`src/rtl/phase_seq_gen_if.sv`:
```
// phase_seq_gen_if
//   Bundles the control inputs and phase outputs of phase_seq_gen.
//   Signals:
//     en        run enable (sequencer -> generator)
//     ack       shared datapath completion (datapath -> generator)
//     skip_mask per-phase skip bits, bit 0 ignored
//     ph        dual-rail phase pairs, pair i = ph[2i+1:2i]
//     cur       index of the phase holding the token
//     wrap      one-cycle pulse when the token returns to phase 0
//     err       sticky handshake timeout flag
//   Modports:
//     master    the generator itself
//     slave     the surrounding sequencer/datapath
interface phase_seq_gen_if #(
  parameter int N_PH = 3,
  parameter int IDXW = (N_PH > 1) ? $clog2(N_PH) : 1
);
  logic                en;
  logic                ack;
  logic [N_PH-1:0]     skip_mask;
  logic [2*N_PH-1:0]   ph;
  logic [IDXW-1:0]     cur;
  logic                wrap;
  logic                err;

  modport master (
    input  en, ack, skip_mask,
    output ph, cur, wrap, err
  );

  modport slave (
    output en, ack, skip_mask,
    input  ph, cur, wrap, err
  );
endinterface

```
`src/rtl/phase_seq_gen.sv`:
```
// phase_seq_gen
//   Circulates a single active token over N_PH dual-rail phase outputs using
//   a four-phase return-to-zero handshake against one shared ack. A NULL
//   spacer of GAP cycles follows each handshake; phases whose skip_mask bit
//   is set are bypassed (phase 0 never is). All outputs are registered.
//   Optional feature macro: PHASE_GEN_TIMEOUT_EN -- builds a handshake
//   watchdog that sets the sticky err flag after TIMEOUT waiting cycles.
//   Without it err is tied low and TIMEOUT is unused.
//   Ports:
//     clk   rising-edge clock
//     rst   asynchronous active-high reset
//     bus   phase_seq_gen_if.master (en, ack, skip_mask in; ph, cur, wrap, err out)
module phase_seq_gen #(
  parameter int N_PH    = 3,
  parameter int GAP     = 1,
  parameter int TIMEOUT = 64
) (
  input  logic               clk,
  input  logic               rst,
  phase_seq_gen_if.master    bus
);
  localparam int         IDXW     = (N_PH > 1) ? $clog2(N_PH) : 1;
  localparam logic [3:0] GAP_LAST = (GAP > 0) ? 4'(GAP - 1) : 4'd0;

  typedef enum logic [1:0] {IDLE, DATA, NUL, GAPW} state_t;

  state_t              r_state;
  logic [2*N_PH-1:0]   r_ph;
  logic [IDXW-1:0]     r_cur;
  logic                r_wrap;
  logic                r_wrap_pend;
  logic [3:0]          r_gap_cnt;

  logic [IDXW-1:0]     w_next_cur;
  logic                w_found;

  // Codeword with pair idx active (10) and every other pair DATA0 (01).
  function automatic logic [2*N_PH-1:0] codeword(input logic [IDXW-1:0] idx);
    logic [2*N_PH-1:0] cw;
    cw = '0;
    for (int unsigned i = 0; i < N_PH; i++) begin
      cw[2*i +: 2] = (IDXW'(i) == idx) ? 2'b10 : 2'b01;
    end
    return cw;
  endfunction

  // First unskipped phase above cur; falls back to 0 when none remains.
  always_comb begin
    w_next_cur = '0;
    w_found    = 1'b0;
    for (int unsigned k = 1; k < N_PH; k++) begin
      if (!w_found && (32'(r_cur) + k) < 32'(N_PH)) begin
        if (!bus.skip_mask[IDXW'(32'(r_cur) + k)]) begin
          w_next_cur = IDXW'(32'(r_cur) + k);
          w_found    = 1'b1;
        end
      end
    end
  end

  // r_wrap_pend remembers that the last advance landed on phase 0 so the
  // pulse can be issued with the next phase-0 codeword, after a gap or pause.
  always_ff @(posedge clk or posedge rst) begin
    if (rst) begin
      r_state     <= IDLE;
      r_ph        <= '0;
      r_cur       <= '0;
      r_wrap      <= 1'b0;
      r_wrap_pend <= 1'b0;
      r_gap_cnt   <= '0;
    end else begin
      r_wrap <= 1'b0;
      unique case (r_state)
        IDLE: begin
          if (bus.en) begin
            r_state     <= DATA;
            r_ph        <= codeword(r_cur);
            r_wrap      <= r_wrap_pend;
            r_wrap_pend <= 1'b0;
          end
        end
        DATA: begin
          if (bus.ack) begin
            r_state <= NUL;
            r_ph    <= '0;
          end
        end
        NUL: begin
          if (!bus.ack) begin
            r_cur <= w_next_cur;
            if (GAP > 0) begin
              r_state     <= GAPW;
              r_gap_cnt   <= '0;
              r_wrap_pend <= (w_next_cur == '0);
            end else if (bus.en) begin
              r_state <= DATA;
              r_ph    <= codeword(w_next_cur);
              r_wrap  <= (w_next_cur == '0);
            end else begin
              r_state     <= IDLE;
              r_wrap_pend <= (w_next_cur == '0);
            end
          end
        end
        GAPW: begin
          if (r_gap_cnt == GAP_LAST) begin
            r_gap_cnt <= '0;
            if (bus.en) begin
              r_state     <= DATA;
              r_ph        <= codeword(r_cur);
              r_wrap      <= r_wrap_pend;
              r_wrap_pend <= 1'b0;
            end else begin
              r_state <= IDLE;
            end
          end else begin
            r_gap_cnt <= r_gap_cnt + 4'd1;
          end
        end
        default: r_state <= IDLE;
      endcase
    end
  end

  assign bus.ph   = r_ph;
  assign bus.cur  = r_cur;
  assign bus.wrap = r_wrap;

`ifdef PHASE_GEN_TIMEOUT_EN
  localparam int TOW = $clog2(TIMEOUT + 2);

  logic [TOW-1:0] r_to_cnt;
  logic           r_err;
  logic           w_waiting;

  // Still waiting after this edge: no state change out of DATA or NUL.
  assign w_waiting = ((r_state == DATA) && !bus.ack) || ((r_state == NUL) && bus.ack);

  // r_to_cnt holds completed waiting cycles; err is set at the edge that
  // ends waiting cycle TIMEOUT-1 so it is visible in cycle TIMEOUT.
  always_ff @(posedge clk or posedge rst) begin
    if (rst) begin
      r_to_cnt <= '0;
      r_err    <= 1'b0;
    end else if (w_waiting) begin
      if (32'(r_to_cnt) < 32'(TIMEOUT)) r_to_cnt <= r_to_cnt + 1'b1;
      if ((32'(r_to_cnt) + 32'd2) >= 32'(TIMEOUT)) r_err <= 1'b1;
    end else begin
      r_to_cnt <= '0;
    end
  end

  assign bus.err = r_err;
`else
  assign bus.err = 1'b0;
`endif

endmodule

```
`src/flat_wrapper.sv`:
```
// flat-port wrapper written by rule: the top's interface ports become plain ports
module phase_seq_gen_flat 
#(
  parameter int N_PH    = 3,
  parameter int GAP     = 1,
  parameter int TIMEOUT = 64
)
  (clk, rst, bus_en, bus_ack, bus_skip_mask, bus_ph, bus_cur, bus_wrap, bus_err);
  phase_seq_gen_if #(.N_PH(N_PH)) bus_i ();
  input  logic clk;
  input  logic rst;
  input wire logic [$bits(bus_i.en)-1:0] bus_en;
  input wire logic [$bits(bus_i.ack)-1:0] bus_ack;
  input wire logic [$bits(bus_i.skip_mask)-1:0] bus_skip_mask;
  output wire logic [$bits(bus_i.ph)-1:0] bus_ph;
  output wire logic [$bits(bus_i.cur)-1:0] bus_cur;
  output wire logic [$bits(bus_i.wrap)-1:0] bus_wrap;
  output wire logic [$bits(bus_i.err)-1:0] bus_err;
  assign bus_i.en = bus_en;
  assign bus_i.ack = bus_ack;
  assign bus_i.skip_mask = bus_skip_mask;
  assign bus_ph = bus_i.ph;
  assign bus_cur = bus_i.cur;
  assign bus_wrap = bus_i.wrap;
  assign bus_err = bus_i.err;
  phase_seq_gen #(.N_PH(N_PH), .GAP(GAP), .TIMEOUT(TIMEOUT)) u_core (.clk(clk), .rst(rst), .bus(bus_i));
endmodule
```
`config.mk`:
```
export PLATFORM = sky130hd
export DESIGN_NAME = phase_seq_gen_flat
export DESIGN_NICKNAME = d
export VERILOG_FILES = /design/src/rtl/phase_seq_gen_if.sv /design/src/rtl/phase_seq_gen.sv /design/src/flat_wrapper.sv
export SDC_FILE = /design/constraint.sdc
export NUM_CORES = 1
export LEC_CHECK = 0
export BUFFER_PORTS_ARGS = -buffer_cell sky130_fd_sc_hd__buf_4
export CELL_PAD_IN_SITES_DETAIL_PLACEMENT = 0
export CELL_PAD_IN_SITES_GLOBAL_PLACEMENT = 2
export CORE_ASPECT_RATIO = 1.25
export CORE_MARGIN = 3
export CORE_UTILIZATION = 37
export DETAILED_ROUTE_END_ITERATION = 8
export PLACE_DENSITY = 0.8
export RECOVER_POWER = 100
export SLEW_MARGIN = 40
export SYNTH_ARGS = -nofsm -noshare
export SYNTH_HDL_FRONTEND = slang
export SYNTH_SLANG_ARGS = --single-unit
```
`constraint.sdc`:
```
create_clock -name clk -period 4.2 [get_ports clk]
set_input_delay 0.63 -clock clk [delete_from_list [all_inputs] [get_ports clk]]
set_output_delay 0.63 -clock clk [all_outputs]
set_load 0.01 [all_outputs]
```
==> run_results.csv, run 1 <==
group,metric,value,unit
yosys,synthTopCellsByCount,"dfrtp_1, ha_1, inv_1, mux2_2, nand2_1",
pwr,pwr-share-clk,11.9,%
finish,fillCellCount,290,
worst_hold_path,hp-class,"input port to async pin",
yosys,synth.most_common_cell,"dfrtp_1",
finish,fin_cells,162,
yosys,synth_cell_types,36,
pwr,leakage,0.552,nW
placed_design,place_inst,158,
timing,setup_tns,0,ns
timing,rsz0062_at_grt,"no",
detailed_routing,post-route-drc-count,0,
pwr,power.switching,0.379,mW
detailed_routing,wire_per_inst,13.6,µm
grt,grt_usage,14.2,%
yosys,netlist.area_leader.share,36.2,%
worst_setup_path,r2r_cells,6,
yosys,synthFlopType,"dfrtp_1",
yosys,ys_seq_area_share,36.2,%
grt,grt_max_degree,17,
flow_run,drv_cap,0,
timing,timing.fmax,423,MHz
yosys,postSynthCellCount,112,
yosys,synth_area_leaders,"dfrtp_1, ha_1, mux2_2, inv_1, mux2i_1",
timing,slew_headroom,46.7,%
die,die_y,67.1,µm
yosys,avgSynthCellArea,9.88,µm²
cts,cts.clk_slew.worst_paths,0.10,ns
grt,grt_pass1_vias,840,
cts,tritoncts,"done",
outcome,status,"complete, no violations",
cts,h-tree-depth,1,
timing,hold_viol,0,
timing,whs,0.417,ns
finish,regArea,400,µm²
pwr,intPower,0.485,mW
die,start_util,40.1,%
cts,ctsRootBufferMaster,"clkbuf_4",
die,core_area,0.00276,mm²
worst_setup_path,start_kind,"register",
placed_design,dpl_cell_area,0.00124,mm²
finish,final_area,0.00121,mm²
timing,clock_skew,0.00885,ns
timing,finalCriticalPeriod,2.36,ns
timing,finalSetupViolCount,0,
worst_setup_path,cp.arrival,2.55,ns
finish,final_nets,148,
detailed_routing,drtIter0Drc,20,
cts,clkLatencyLatePin,0.29,ns
worst_setup_path,crit_path_top_delay_cell,"nor3_1",
pwr,p_seq_share,32.0,%
cts,clk_path_buf_depth,2,
worst_setup_path,cp_max_fo,6,
worst_setup_path,path_cells,"inv_1 > ha_1 > nor3b_1 > nor2_1 > nor3_1 > mux2_2",
detailed_routing,final_antenna_net_count,0,
die,die_w,54.9,µm
cts,postCtsHoldBufs,0,
yosys,synthArstFlopShare,100,%
yosys,synth_edf_count,0,
grt,antenna_found_initial,0,
pwr,power.share.switching,43.9,%
timing,worst-slew-pin-transition,0.794,ns
pwr,ir_drop,0.424,mV
placed_design,finalWeightedCongestion,0.689,
die,ios,17,
cts,cts.sinks,16,
detailed_routing,finalWirelength,2210,µm
worst_setup_path,cp-end-kind,"register",
cts,cts_buffers,3,
yosys,synth_top_cell_by_area,"dfrtp_1",
cts,cts-resized-gates,0,
worst_setup_path,crit_type,"register to register",
placed_design,portBuffers,15,
finish,multi_input_area,618,µm²
timing,drv_slew,0,
pwr,comb_power_share,56.0,%
pwr,power_density,712,mW/mm²
placed_design,dp_hpwl,1730,µm
finish,postLayoutCoreUtil,44.0,%
die,fp-row-count,21,
grt,grt-ovfl-total,0,
die,die_area,0.00369,mm²
yosys,synth.net_count,131,
timing,fin_crit_sh,56.3,%
finish,synthToLayoutAreaGrowth,9.73,%
finish,antenna_cells,0,
detailed_routing,firstDrtPassIters,3,
yosys,yosysWarnings,0,
cts,post_cts_buffers,0,
finish,drive_above_1_share,14.8,%
worst_setup_path,crit_required,4.38,ns
yosys,synth-seq-cells,16,
yosys,syn-cell-area,0.00111,mm²
detailed_routing,viasPerCell,5.25,
worst_setup_path,slowest_delay,0.67,ns
detailed_routing,via_count,851,
grt,grt_pass1_wl,3820,µm
[power by group through the flow]
stage / Combinational (mW) / Clock (mW) / Sequential [mW]
CTS: 0.554 / 0.107 / 0.280
floorplan: 0.397 / 0 / 0.286
global placement: 0.551 / 0 / 0.280
global route: 0.558 / 0.114 / 0.290
finish: 0.484 / 0.103 / 0.277
detailed placement: 0.551 / 0 / 0.284
[sequential cells by signal (all words and copies together), names as in the netlist]
register / count
u_core.bus.wrap: 1
u_core.r_wrap_pend: 1
u_core.r_gap_cnt: 4
u_core.bus.ph: 6
u_core.bus.cur: 2
u_core.r_state: 2
[worst max-delay path: cells and delay by family (launching register included)]
kind | cells | cell delay (ns)
fa+ha+maj | 1 | 0.15
buf+inv | 1 | 0.08
flops | 1 | 0.44
mux | 1 | 0.41
simple gates | 3 | 1.18
[worst paths after layout]
path | startpoint | end | slack [ns]
max in group asynchronous | rst | u_core.bus.wrap | 3.36
min in group clk | u_core.bus.ph[4] | u_core.bus.ph[4] | 0.52
hold / removal | rst | u_core.bus.ph[1] | 0.42
setup / recovery | u_core.r_gap_cnt[0] | u_core.bus.ph[2] | 1.84
hold reg to reg | u_core.bus.ph[4] | u_core.bus.ph[4] | 0.52
setup reg to reg | u_core.r_gap_cnt[0] | u_core.bus.ph[2] | 1.84
[cell usage in the layout (no fill, tap or decap), drive strengths merged, types with 3 or more instances in the layout]
cell type and n:
a21oi 4, buf 5, clkbuf 14, dfrtp 16, ha 12, inv 10
mux2 8, mux2i 3, nand2 8, nand2b 4, nand3 4, nor2 5
nor2b 4, nor3 5, o21ai 7
[per-stage QoR]
stage / power, mW / setup slack, ns
2_1_floorplan: 0.683 / 2.45
3_3_place_gp: 0.832 / 2.29
4_1_cts: 0.941 / 2.31
3_5_place_dp: 0.835 / 2.31
6_report: 0.864 / 1.84
5_1_grt: 0.962 / 1.65
[kinds of logic (layout without fill, tap and decap cells)]
group	Yosys count	in the layout	share of synthesized area (%)
AND/OR/NAND/NOR	36	36	18.7
AO/OA/AOI/OAI	23	23	15.5
flip-flops	16	16	36.2
buffers and inverters	13	29	4.86
adder cells (fa/ha/maj)	12	12	13.6
multiplexers	11	11	10.9
other	1	1	0.339
[per-layer routing]
layer | track usage [%] | share of wire (%) | vias to the layer above
met2 | 23.2 | 51 | 7
met1 | 18.6 | 46 | 415
met3 | 1.99 | 2.2 | 2
met4 | 5.47 | 0.63 | 0
li1 | - | - | 427
met5 | 0 | 0 | -
[cell type report]
type	count	area share [%]
multi-input combinational	83	50.9
sequential	16	33.0
clock buffer	4	2.99
inverter	10	3.09
timing repair buffer	15	6.49
tap	34	3.51
No activity file was read; power rests on OpenSTA's default activity.
==> run 2, diff against run 1 <==
--- a/config.mk
+++ b/config.mk
@@ -10,9 +10,9 @@
 export CELL_PAD_IN_SITES_GLOBAL_PLACEMENT = 2
 export CORE_ASPECT_RATIO = 1.25
 export CORE_MARGIN = 3
-export CORE_UTILIZATION = 37
+export CORE_UTILIZATION = 31
 export DETAILED_ROUTE_END_ITERATION = 8
-export PLACE_DENSITY = 0.8
+export PLACE_DENSITY = 0.71
 export RECOVER_POWER = 100
 export SLEW_MARGIN = 40
 export SYNTH_ARGS = -nofsm -noshare
==> constraint.sdc (replaced) <==
create_clock -name clk -period 2.1 [get_ports clk]
set_input_delay 0.315 -clock clk [delete_from_list [all_inputs] [get_ports clk]]
set_output_delay 0.315 -clock clk [all_outputs]
set_load 0.01 [all_outputs]
==> run 2 against run 1 <==
  * Final cell count increased by 4.3%
  * Global-route usage decreased by 2.1 points
  * Combinational power increased by 130%
  * First-iteration DRC count increased by 140%
  * Sequential share of layout area decreased by 2.1 points
  * Via count increased by 0.35%
  * Sequential power increased by 96%
  * Final area increased by 6.8%
  * Non-clock buffer count increased by 4
  * Fmax increased by 31%
  * Critical endpoint is now u_core.r_state[0]
  * Largest cell class unchanged
==> run_results.csv, run 2 (same netlist as run 1, synthesis figures left out) <==
group,metric,value,unit
detailed_routing,firstDrtPassIters,4,
die,die_area,0.00433,mm²
pwr,leakage,0.584,nW
pwr,power.switching,0.829,mW
detailed_routing,wire_per_inst,13.7,µm
worst_setup_path,start_kind,"register",
grt,grt_max_degree,17,
worst_setup_path,startpoint,"u_core.r_state[0]",
placed_design,dp_hpwl,1840,µm
timing,finalCriticalPeriod,1.81,ns
detailed_routing,top_layer,"met4",
worst_setup_path,cp.arrival,1.97,ns
finish,drive_above_1_share,19.7,%
detailed_routing,met1_length,1070,µm
worst_setup_path,timing.rr.end,"u_core.r_state[0]",
worst_setup_path,crit_required,2.26,ns
timing,finalSetupViolCount,0,
worst_setup_path,crit_type,"register to register",
worst_hold_path,hp-class,"input port to async pin",
finish,postLayoutCoreUtil,39.2,%
pwr,power.share.switching,42.8,%
placed_design,dpl_cell_area,0.00128,mm²
detailed_routing,final_antenna_net_count,0,
pwr,intPower,1.11,mW
cts,cts_buffers,3,
timing,hold_viol,0,
placed_design,finalWeightedCongestion,0.733,
outcome,status,"complete, no violations",
cts,tritoncts,"done",
timing,worst-slew-pin-transition,0.659,ns
detailed_routing,viasPerCell,5.05,
cts,postCtsHoldBufs,0,
timing,slew_headroom,56.0,%
detailed_routing,wl_met2,1180,µm
die,die_y,72.8,µm
timing,drv_slew,0,
cts,clk_path_buf_depth,2,
timing,timing.fmax,552,MHz
finish,mostFrequentLayoutCell,"dfrtp_1",
grt,grt_pass1_wl,4110,µm
placed_design,portBuffers,15,
worst_setup_path,cp_max_fo,8,
pwr,power_density,1490,mW/mm²
pwr,pwr-share-clk,14.3,%
grt,grt_usage,12.1,%
finish,final_area,0.00130,mm²
pwr,ir_drop,0.605,mV
die,fp-row-count,23,
worst_setup_path,worstSetupEndpoint,"u_core.r_state[0]",
die,core_area,0.00331,mm²
detailed_routing,via_count,854,
detailed_routing,finalWirelength,2320,µm
cts,cts.clk_slew.worst_paths,0.07,ns
die,die_w,59.4,µm
cts,h-tree-depth,1,
worst_setup_path,r2r_cells,6,
pwr,comb_power_share,57.6,%
cts,cts.sinks,16,
timing,setup_tns,0,ns
cts,cts-resized-gates,0,
finish,synthToLayoutAreaGrowth,17.2,%
grt,grt-ovfl-total,0,
pwr,p_seq_share,28.1,%
grt,grt_pass1_vias,860,
worst_setup_path,r2r_slack,0.29,ns
worst_setup_path,cp-end-kind,"register",
detailed_routing,post-route-drc-count,0,
timing,fin_crit_sh,86.2,%
timing,clock_skew,0.00103,ns
cts,post_cts_buffers,0,
flow_run,drv_cap,0,
finish,final_nets,152,
die,ios,17,
detailed_routing,drtIter0Drc,47,
finish,fin_cells,169,
grt,antenna_found_initial,0,
cts,clkLatencyLatePin,0.25,ns
timing,rsz0062_at_grt,"no",
finish,mostFrequentLayoutCells,"dfrtp_1, ha_1, inv_1, clkbuf_1",
worst_setup_path,r2r-start,"u_core.r_state[0]",
placed_design,place_inst,165,
detailed_routing,route.met3.wl,56,µm
cts,ctsRootBufferMaster,"clkbuf_8",
die,start_util,33.4,%
finish,antenna_cells,0,
finish,largest_reg_flops,6,
==> run 2: cell count changes in the layout (fill, tap and decap cells not counted) <==
cell,delta
nor3b_1,-1
mux2_1,-1
clkbuf_4,-3
clkbuf_1,+1
buf_4,+3
a221oi_1,-1
clkbuf_8,+3
nor3b_2,+1
nor3_4,+1
a221oi_4,+1
mux2_2,+1
nor3_1,-1
==> run 2: power groups by stage <==
stage               clock network (mW)  logic, mW  registers [mW]
CTS                              0.286       1.20           0.544
global placement                     0       1.19           0.545
finish                           0.277       1.11           0.544
detailed placement                   0       1.20           0.551
floorplan                            0      0.794           0.571
global route                     0.299       1.27           0.565
==> run 2: layout make-up <==
cell class,instances,area (µm²)
fill,350,2010
inverter,10,37.5
timing repair buffer,19,105
clock buffer,4,55.1
sequential,16,400
multi-input combinational,83,652
tap,37,46.3
==> run 2: stage by stage <==
| stage | worst slack [ns] | hold WS, ns | power, mW |
|---|---|---|---|
| 3_5_place_dp | 0.329 | 0.452 | 1.75 |
| 3_3_place_gp | 0.354 | 0.455 | 1.73 |
| 2_1_floorplan | 0.346 | 0.229 | 1.37 |
| 4_1_cts | 0.318 | 0.187 | 2.03 |
| 5_1_grt | 0.171 | 0.206 | 2.13 |
| 6_report | 0.289 | 0.162 | 1.93 |
==> run 2: worst min path at each step <==
stage / startpoint / endpoint / slack, ns / cells past startpoint
after floorplan: rst / u_core.bus.cur[0] / 0.23 / 1
after global placement: rst / u_core.r_gap_cnt[0] / 0.46 / 2
after detailed placement: rst / u_core.r_gap_cnt[1] / 0.45 / 2
after CTS: rst / u_core.r_gap_cnt[2] / 0.19 / 2
after global routing: rst / u_core.r_gap_cnt[1] / 0.21 / 2
final: rst / u_core.r_gap_cnt[1] / 0.16 / 2
==> run 2: metal layers <==
layer  vias up  track usage, %
li1        433               -
met1       409            15.7
met2        10            20.4
met3         2            2.30
met4         0            3.02
met5         -               0
==> run 2: critical path, cell delays in order, from the launching register on <==
cell and delay [ns]:
dfrtp_1 0.38, inv_1 0.11, ha_1 0.34, mux2_1 0.37, a221oi_4 0.23, o21ai_1 0.11, a22oi_1 0.20
